--- src/rtl/muldiv_sequencer.sv ---
// Multi-cycle RV32M multiply/divide sequencer beside the EX-stage ALU.
// Optional single-cycle multiplier enabled by defining MULDIV_FAST_MUL_EN.
module muldiv_sequencer #(
  parameter int XLEN = 32
) (
  input  logic            clk,
  input  logic            rst_n,
  input  logic            start,
  input  logic            kill,
  input  logic [2:0]      funct3,
  input  logic [XLEN-1:0] rs1,
  input  logic [XLEN-1:0] rs2,
  output logic            stall,
  output logic            busy,
  output logic            result_valid,
  output logic [XLEN-1:0] result
);

  // Handshake: EX holds start high from the accept cycle until result_valid;
  // stall freezes the pipe meanwhile, result_valid pulses for exactly one cycle
  // (DONE, stall low) and start seen in DONE belongs to the finishing op.
  localparam logic [1:0] S_IDLE = 2'd0;
  localparam logic [1:0] S_CALC = 2'd1;
  localparam logic [1:0] S_DONE = 2'd2;

  logic [1:0]  state, state_next;
  logic [4:0]  count;
  logic [2:0]  op;
  logic [63:0] acc;
  logic [32:0] rem;
  logic [31:0] b_abs;
  logic        neg_res, neg_rem;
  logic [31:0] pend, result_q;

  logic        is_div, a_sgn, b_sgn, a_neg, b_neg;
  logic [31:0] a_mag, b_mag;
  logic        div_zero, div_ovf, special, fast;
  logic [31:0] special_res, fast_res;

  always_comb begin
    is_div   = funct3[2];
    a_sgn    = is_div ? ~funct3[0] : (funct3 != 3'b011);
    b_sgn    = is_div ? ~funct3[0] : ~funct3[1];
    a_neg    = a_sgn & rs1[31];
    b_neg    = b_sgn & rs2[31];
    a_mag    = a_neg ? (32'd0 - rs1) : rs1;
    b_mag    = b_neg ? (32'd0 - rs2) : rs2;
    div_zero = is_div & (rs2 == 32'd0);
    div_ovf  = is_div & ~funct3[0] & (rs1 == 32'h8000_0000) & (rs2 == 32'hFFFF_FFFF);
    special  = div_zero | div_ovf;
    if (div_zero) special_res = funct3[1] ? rs1 : 32'hFFFF_FFFF;
    else          special_res = funct3[1] ? 32'd0 : 32'h8000_0000;
  end

`ifdef MULDIV_FAST_MUL_EN
  // Sign-extended 64-bit operands: the low 64 product bits equal the 33x33 signed product.
  logic [63:0] a_ext, b_ext, fast_prod;
  always_comb begin
    a_ext     = {{32{a_sgn & rs1[31]}}, rs1};
    b_ext     = {{32{b_sgn & rs2[31]}}, rs2};
    fast_prod = a_ext * b_ext;
    fast      = ~is_div;
    fast_res  = (funct3[1:0] == 2'b00) ? fast_prod[31:0] : fast_prod[63:32];
  end
`else
  always_comb begin
    fast     = 1'b0;
    fast_res = 32'd0;
  end
`endif

  // One radix-2 step: shift-add multiply or restoring divide.
  logic [32:0] sum33;
  logic [63:0] mul_next;
  logic [33:0] shifted;
  logic        q_bit;
  logic [32:0] diff, rem_next;
  logic [31:0] q_next;
  logic [63:0] prod_s;
  logic [31:0] quot_s, rem_s, final_res;

  always_comb begin
    sum33     = {1'b0, acc[63:32]} + (acc[0] ? {1'b0, b_abs} : 33'd0);
    mul_next  = {sum33, acc[31:1]};
    shifted   = {rem, acc[31]};
    q_bit     = (shifted >= {2'b00, b_abs});
    diff      = shifted[32:0] - {1'b0, b_abs};
    rem_next  = q_bit ? diff : shifted[32:0];
    q_next    = {acc[30:0], q_bit};
    prod_s    = neg_res ? (64'd0 - mul_next) : mul_next;
    quot_s    = neg_res ? (32'd0 - q_next) : q_next;
    rem_s     = neg_rem ? (32'd0 - rem_next[31:0]) : rem_next[31:0];
    if (op[2])             final_res = op[1] ? rem_s : quot_s;
    else if (op == 3'b000) final_res = prod_s[31:0];
    else                   final_res = prod_s[63:32];
  end

  always_comb begin
    state_next = state;
    case (state)
      S_IDLE: if (start & ~kill) state_next = (special | fast) ? S_DONE : S_CALC;
      S_CALC: if (kill) state_next = S_IDLE;
              else if (count == 5'd0) state_next = S_DONE;
      default: state_next = S_IDLE;
    endcase
  end

  always_ff @(posedge clk or negedge rst_n) begin
    if (!rst_n) begin
      state    <= S_IDLE;
      busy     <= 1'b0;
      count    <= 5'd0;
      op       <= 3'd0;
      acc      <= 64'd0;
      rem      <= 33'd0;
      b_abs    <= 32'd0;
      neg_res  <= 1'b0;
      neg_rem  <= 1'b0;
      pend     <= 32'd0;
      result_q <= 32'd0;
    end else begin
      state <= state_next;
      busy  <= (state_next != S_IDLE);
      case (state)
        S_IDLE: if (start & ~kill) begin
          op      <= funct3;
          neg_res <= a_neg ^ b_neg;
          neg_rem <= a_neg;
          acc     <= {32'd0, a_mag};
          rem     <= 33'd0;
          b_abs   <= b_mag;
          count   <= 5'd31;
          if (special)   pend <= special_res;
          else if (fast) pend <= fast_res;
        end
        S_CALC: if (!kill) begin
          acc   <= op[2] ? {acc[63:32], q_next} : mul_next;
          rem   <= rem_next;
          count <= (count == 5'd0) ? 5'd0 : count - 5'd1;
          if (count == 5'd0) pend <= final_res;
        end
        default: if (!kill) result_q <= pend;
      endcase
    end
  end

  // A kill in DONE suppresses the pulse and leaves the previous result visible.
  always_comb begin
    stall        = ((state == S_IDLE) & start & ~kill) | (state == S_CALC);
    result_valid = (state == S_DONE) & ~kill;
    result       = result_valid ? pend : result_q;
  end

endmodule

--- config.mk ---
export PLATFORM = sky130hd
export DESIGN_NAME = muldiv_sequencer
export DESIGN_NICKNAME = d
export VERILOG_FILES = /design/src/rtl/muldiv_sequencer.sv
export SDC_FILE = /design/constraint.sdc
export NUM_CORES = 1
export LEC_CHECK = 0
export BUFFER_PORTS_ARGS = -buffer_cell sky130_fd_sc_hd__clkbuf_2
export CAP_MARGIN = 20
export CORE_UTILIZATION = 40
export DETAILED_ROUTE_END_ITERATION = 10
export PLACE_DENSITY_LB_ADDON = 0.15
export SYNTH_ARGS = -nofsm -noshare
export SYNTH_HDL_FRONTEND = slang
export SYNTH_SLANG_ARGS = --single-unit
--- constraint.sdc ---
create_clock -name clk -period 7.75 [get_ports clk]
set_clock_uncertainty 0.05 [all_clocks]
set_input_delay 0.3875 -clock clk [delete_from_list [all_inputs] [get_ports clk]]
set_output_delay 0.3875 -clock clk [all_outputs]
set_load 0.01 [all_outputs]
# Word-level counts from Yosys, hierarchy flattened
# Cells that the tools add are included.
# W data, S select, Z words.
[word_totals] out_inout_bits=35 input_bits=71 ff_bits=206 word_cells=97
[op_classes] n_eq_ne=10 n_lt_le_gt_ge=1 n_reduce_logical=12 addsub=8 n_mux=37 bitwise=17
[op_table] op="$mux W32" n=16
[op_table] op="$mux W64" n=4
[op_table] op="$pmux W64 S2" n=1
[op_table] op="$sub A1 B32 Y32 const A" n=4
[op_table] op="$mux W33" n=3
[op_table] op="$pmux W33 S2" n=1
[op_table] op="$eq A32 B32 Y1 const B" n=2
[op_table] op="$pmux W32 S2" n=1
[op_table] op="$sub A1 B64 Y64 const A" n=1
[op_table] op="$ge A34 B32 Y1" n=1
[op_table] op="$add A32 B32 Y33" n=1
[op_table] op="$sub A33 B32 Y33" n=1
[op_table] op="$logic_not A32 Y1" n=1
[op_table] op="$mux W5" n=3
[op_table] op="$and A1 B1 Y1" n=10
[op_table] op="$ne A2 B2 Y1 const B" n=5
[op_table] op="$pmux W5 S2" n=1
[op_table] op="$mux W2" n=4
[op_table] op="$logic_not A5 Y1" n=1
[op_table] op="$reduce_and A5 Y1" n=1
[op_table] op="$sub A5 B1 Y5 const B" n=1
[op_table] op="$not A1 Y1" n=4
[op_table] op="$pmux W2 S2" n=1
[op_table] op="$reduce_and A2 Y1" n=2
[op_table] op="other kinds (12)" n=15

# Depth between registers and ports, before layout
# Gate-level depths: netlist of run 1.
[depth] word_depth=9 mapped_depth=26 ltp_nobuf=21

# Worst setup path before layout of run 1
# OpenSTA, ideal clock, no wires.
[synth_path] path_type="flip-flop to flip-flop" from="register acc[31]" to="register pend[30]" period_less_slack_ps=6102 arrival_ps=5964 required_ps=7612 setup_ps=88 path_buffers=5 path_stages_with_launch=25 setup_slack_ps=1648 cell_sequence="dfrtp_1 > inv_1 > ha_1 > inv_1 > fa_1 > a21o_1 > a311o_1 > a32oi_1 > a211oi_2 > or2_2 > buf_2 > buf_2 > buf_1 > buf_2 > o21ai_0 > ha_1 > o2111ai_1 > a2111oi_0 > a31oi_1 > or2_0 > clkbuf_1 > nor4_1 > nand3b_1 > a31o_2 > a41oi_1"
[synth_between] elab_chain_len=9 word_cells_on_any_way=15 cone_classes="add/sub: 4; order compare: 1; mux: 10"
[synth_rtl] item="start, declared" line_no="29" source="logic [63:0] acc;"
[synth_rtl] item="start signal, assigned" line_no="129" source="acc <= {32'd0, a_mag};"
[synth_rtl] item="start signal, assigned" line_no="137" source="acc <= op[2] ? {acc[63:32], q_next} : mul_next;"
[synth_rtl] item="$sub A33 B32 Y33 / $ge A34 B32 Y1 (equally long branches)" line_no="87, 86"
[synth_rtl] item="$mux W33" line_no="88" source="rem_next = q_bit ? diff : shifted[32:0];"
[synth_rtl] item="$sub A1 B32 Y32" line_no="92" source="rem_s = neg_rem ? (32'd0 - rem_next[31:0]) : rem_next[31:0];"
[synth_rtl] item="$mux W32" line_no="92"
[synth_rtl] item="$mux W32" line_no="93" source="if (op[2]) final_res = op[1] ? rem_s : quot_s;"
[synth_rtl] item="$mux W32 (*)" line_no="93"
[synth_rtl] item="$mux W32 (*)" line_no="140" source="if (count == 5'd0) pend <= final_res;"
[synth_rtl] item="$mux W32 (*)" line_no="136" source="S_CALC: if (!kill) begin"
[synth_rtl] item="$pmux W32 S2 (*)" line_no="124" source="case (state)"
[synth_rtl] item="end signal, assigned" line_no="133" source="if (special) pend <= special_res;"
[synth_rtl] item="end signal, assigned" line_no="134" source="else if (fast) pend <= fast_res;"
[synth_rtl] item="end signal, assigned" line_no="140"
[synth_rtl] item="end, declared" line_no="33" source="logic [31:0] pend, result_q;"
# Every way passes the cells marked *; elsewhere a longest branch is shown, timed or not. The select of a mux whose other input is x is not followed.
# A chain may end at the register's enable or synchronous reset.

# Worst setup path in the final report of run 1
# Same ends and word-level chain as after synthesis.

==> run metrics, run 1 <==
# hold bufs at CTS=1; critical-path maximum fanout=8; Total Nets Final=2,586; Async SR Flop Fraction=100.0%; routed wire length=74.60 mm; crit path to=pend[30]; GRT Residual Overflow=0; Area Growth Syn to Fin=9.731%; Reg2Reg Setup Slack=1.11 ns; core area=46,560 um2; fin area=20,710 um2; CTS tree=done; crit start category=flip-flop; DRC viols=0; CTS H-Tree Depth=1; HPWL after detailed placement=56.79 mm; worst setup margin=1.108 ns; Total GRT Usage=30.78%; port bufs=105; CTS max path bufs=3; Synth area leaders=dfrtp_1 27%, o21ai_0 8.1%, nand2_1 6.4%, xnor2_1 4.8%, ha_1 4.7%; clk sinks=206; Distinct cells, synth=92; Starting DRT DRC Count=2,263; Power Total=8196 uW; postcts setup bufs=0; global-route wire length before repair=113.2 mm; Final period util=85.71%; Yosys Warn Count=0; outcome=completed; Power Dens Cells=395.7 nW/um2; pin count of the biggest net entering global routing=96; share of layout cells above drive strength 1=12.26%; ANT cells=0; share of the synthesized area in the top cell type=27.31%; fmax=150.5 MHz; routed via count=19,140; CP Launch Point=acc[31]; sequential fraction of the synthesis area=27.31%; final hold violation count=0; DIE WIDTH=219.2 um; area leader, netlist=dfrtp_1; CTS resizes=0; top_reg_cell synth=dfrtp_1; via count of the first global-routing pass=17,820; max_cap viols=0; Post-DP Area=19,740 um2; Worst EP arrival=7.09 ns; EDFF count, synth=0; Routed Antenna Nets=0; mean routed wirelength per cell=24.29 um; reg-to-reg startpoint=acc[31]; R2R cell count=20; height of the die=219.2 um; leakage power=0.008805 uW; RSZ-0062 raised after global routing=no; Starting Density=40.54%; Vias/cell=6.234; row cnt=79; critical path required time=8.20 ns; Place WS=1.342 ns; most frequent cells in the layout=324 x nand2_1, 306 x o21ai_0, 204 x dfrtp_1; antenna violations before repair=0; Syn Std Cell Area=18,880 um2; Slew Viols, Final=0; Die ar.=48,060 um2; Finish-stage setup viols=0; Worst Max-Slew Pin Slew=1.100 ns; setup_tns=0 ns; Min-Delay Path Class=in2reg; Rel. slew slack=26.64%; final RePlAce weighted congestion=0.9611; Mapped Cells=2,447; latest clock arrival within the worst-skew pair=0.58 ns; syn avg cell area=7.714 um2; final worst path period need=6.642 ns; CP endpoint kind=flip-flop; clk root buf=clkbuf_16; R2R Path End=pend[30]; Net Count, Synth=2,591; total CTS buffers=29; most common cell after layout, fill and taps aside=nand2_1; drt pass-1 iters=8; clock transition at the registers of the reported paths=0.07 ns; maximum vdd drop=0.2287 mV; synthesized flop and latch total=206; I/O Pins=106; kind of critical path=reg2reg
[routing by layer]
metal | vias up | wire [um] | global-route usage (%)
met1 | 9394 | 33660 | 43.56
met2 | 771 | 32970 | 48.15
met4 | 0 | 2276 | 9.144
li1 | 8851 | - | -
met3 | 128 | 5689 | 4.518
met5 | - | 0 | 0
[worst max-delay path, cell delays in order (launching register included)]
cell       delay (ns)
dfrtp_1          0.46
inv_1            0.17
ha_1             0.19
inv_1            0.05
fa_1             0.43
a21o_1           0.21
a311o_1          0.41
a32oi_1          0.48
a211oi_2         0.28
or2_2            0.42
inv_2            0.08
mux2i_1          0.30
ha_1             0.28
o2111ai_1        0.16
a2111oi_0        0.58
a31oi_1          0.28
or2_0            0.39
nor4_1           0.69
nand3b_1         0.18
a31o_2           0.29
a41oi_1          0.16
[synth_stat cells, types with 46 or more instances]
master,count
nand3_1,64
xor2_1,93
nor3_1,60
mux2_2,67
inv_1,73
mux2i_1,60
ha_1,71
nor2_1,175
dfrtp_1,206
clkbuf_1,137
xnor2_1,104
nand2_1,324
o211ai_1,46
a21oi_1,147
o21ai_0,306
[worst min-delay path by stage]
stage,start,end,slack [ns],cells after the start
2_1_floorplan,rst_n,acc[0],0.04,0
3_3_place_gp,b_abs[26],b_abs[26],0.42,2
3_5_place_dp,b_abs[12],b_abs[12],0.42,2
4_1_cts,funct3[2],op[2],0.1,3
5_1_grt,funct3[2],op[2],0.12,3
6_report,rs2[19],b_abs[19],0.12,3
[power breakdown]
| group | internal (uW) | switching [uW] |
|---|---|---|
| Sequential | 1290 | 313 |
| Combinational | 1690 | 3520 |
| Clock | 818 | 558 |
| Total | 3810 | 4390 |
[final cells by class]
type	instances	area, um2
fillers	4649	25840
multi-input cells	1998	12810
flip-flops and latches	206	5157
clock buffers	38	789.5
well taps	607	759.5
repair buffers	133	748.2
inverters	74	277.8
clock inverters	15	173.9
[registers in the layout (all words and copies together), names as in the netlist]
signal and flops:
acc 64, b_abs 32, busy 1, count 5
neg_rem 1, neg_res 1, op 3, pend 32
rem 33, result_q 32, state 2
[logic make-up (layout without fill, tap and decap cells)]
| kind of cell | Yosys count | after routing | share of synthesized area (%) |
|---|---|---|---|
| AO/OA/AOI/OAI | 758 | 758 | 24.94 |
| XOR/XNOR | 197 | 197 | 9.141 |
| adder cells (fa/ha/maj) | 73 | 73 | 4.918 |
| buffers and inverters | 243 | 260 | 5.097 |
| flip-flops | 206 | 206 | 27.31 |
| multiplexers | 127 | 127 | 7.179 |
| AND/OR/NAND/NOR | 843 | 843 | 21.41 |
[through the flow]
step | instances | utilization [%] | hold slack [ns]
global placement | 3017 | 42.40 | 0.4151
global route | 3071 | 44.49 | 0.1250
CTS | 3071 | 44.49 | 0.09532
finish | 3071 | 44.49 | 0.1183
detailed placement | 3017 | 42.40 | 0.4202
floorplan | 2447 | - | 0.04191
Note: power is estimated with default switching activity, not from simulation.
==> run 2, diff against run 1 <==
CTS_BUF_LIST = sky130_fd_sc_hd__clkbuf_8   (was unset)
==> run metrics, run 2 (same netlist as run 1, synthesis figures left out) <==
Starting Density=40.54%; Flop pwr share=19.8%; Largest Register=acc; via count of the first global-routing pass=18,030; final std cells w/o fill=3,100; final hold violation count=0; most frequent cells in the layout=324 x nand2_1, 306 x o21ai_0, 204 x dfrtp_1; share of layout cells above drive strength 1=12.96%; most common cell after layout, fill and taps aside=nand2_1; drt pass-1 iters=5; max FFs per register=64; DIE WIDTH=219.2 um; biggest regs=acc x64, rem x33; RSZ-0062 raised after global routing=no; outcome=completed; I/O Pins=106; mean routed wirelength per cell=24.17 um; Die ar.=48,060 um2; Routed Antenna Nets=0; Slew Viols, Final=0; global-route wire length before repair=113.9 mm; # hold bufs at CTS=1; clk root buf=clkbuf_8; latest clock arrival within the worst-skew pair=0.64 ns; CTS H-Tree Depth=2; routed wire length=74.93 mm; slowest cell delay on critical path=0.69 ns; Reg2Reg Setup Slack=1.16 ns; core area=46,560 um2; # placed instances=3,017; crit start category=flip-flop; CTS max path bufs=3; Place WS=1.342 ns; Final period util=85.04%; Starting DRT DRC Count=2,308; Total Nets Final=2,602; port bufs=105; final RePlAce weighted congestion=0.9611; antenna violations before repair=0; clock power share=16.3%; clk sinks=206; Vias/cell=6.216; Rel. slew slack=28.33%; switching fraction of total power=54.12%; GRT Residual Overflow=0; total CTS buffers=45; routed via count=19,270; P_int=3735 uW; setup_tns=0 ns; postcts setup bufs=0; worst path cell trace=inv_1 > ha_1 > inv_1 > fa_1 > a21o_1 > a311o_1 > a32oi_1 > a211oi_2 > or2_2 > inv_2 > mux2i_1 > ha_1 > o2111ai_1 > a2111oi_0 > a31oi_1 > or2_0 > nor4_1 > nand3b_1 > a31o_2 > a41oi_1; Total GRT Usage=31.10%; worst setup margin=1.160 ns; final worst path period need=6.590 ns; leakage power=0.008891 uW; maximum vdd drop=0.2262 mV; Slowest-stage cell, CP=nor4_1; clock transition at the registers of the reported paths=0.07 ns; Area Growth Syn to Fin=9.758%; NetSw=4405 uW; Post-DP Area=19,740 um2; fmax=151.7 MHz; Worst Max-Slew Pin Slew=1.071 ns; CTS resizes=0; Worst EP arrival=7.09 ns; critical path required time=8.25 ns; pin count of the biggest net entering global routing=96; row cnt=79; CP endpoint kind=flip-flop; HPWL after detailed placement=56.79 mm; Logic pwr share=63.9%; kind of critical path=reg2reg; ANT cells=0; max_cap viols=0; Finish-stage setup viols=0; fin area=20,720 um2; critical-path maximum fanout=8; DRC viols=0; Power Dens Cells=392.9 nW/um2; height of the die=219.2 um; CTS tree=done; Min-Delay Path Class=in2reg
run 2: changes by cell type in the layout (fill, tap and decap cells not counted), sizes merged:
| cell | change |
|---|---|
| inv | +15 |
| clkbuf | +17 |
| clkinvlp | -2 |
| clkinv | -1 |
run 2: layout make-up:
| type | instances | area, um2 |
|---|---|---|
| fill | 4653 | 25840 |
| clock inverter | 27 | 211.5 |
| clock buffer | 55 | 757.0 |
| sequential | 206 | 5157 |
| inverter | 74 | 277.8 |
| tap | 607 | 759.5 |
| multi-input combinational | 1998 | 12810 |
| timing repair buffer | 133 | 748.2 |
run 2: layer usage:
layer	up-vias	track usage (%)	routed length, um
met1	9423	43.35	33420
met5	-	0	0
met3	118	4.796	5908
met2	838	48.64	33290
li1	8892	-	-
met4	0	10.63	2306
run 2: worst max-delay path: cells and delay by family, from the launching register on:
family | cells | cell delay [ns]
buffers and inverters | 3 | 0.29
DFF | 1 | 0.45
and+or+nand+nor | 4 | 1.64
adders and majority gates | 3 | 0.90
AOI/OAI and AO/OA | 9 | 2.84
muxes | 1 | 0.31
run 2: path summary, 6_finish.rpt:
path / from / cells past startpoint / to
setup / recovery: acc[31] / 20 / pend[30]
hold / removal: rs2[19] / 3 / b_abs[19]
setup reg to reg: acc[31] / 20 / pend[30]
hold reg to reg: b_abs[25] / 2 / b_abs[25]
max in group asynchronous: rst_n / 3 / acc[18]
min in group asynchronous: rst_n / 2 / b_abs[20]
run 2: power by group through the flow:
stage / Combinational, uW / Clock [uW] / Sequential, uW
after floorplan: 3540 / 0 / 1440
after global placement: 5040 / 0 / 1610
after detailed placement: 5060 / 0 / 1610
after CTS: 5080 / 1360 / 1600
after global routing: 5580 / 1400 / 1640
final: 5200 / 1330 / 1610
run 2: stage by stage:
step / hold slack [ns] / total power, uW / utilization, %
after detailed placement: 0.4202 / 6673 / 42.40
final: 0.05818 / 8139 / 44.50
after CTS: 0.01747 / 8043 / 44.50
after global placement: 0.4151 / 6653 / 42.40
after global routing: 0.05483 / 8618 / 44.50
after floorplan: 0.04191 / 4984 / -
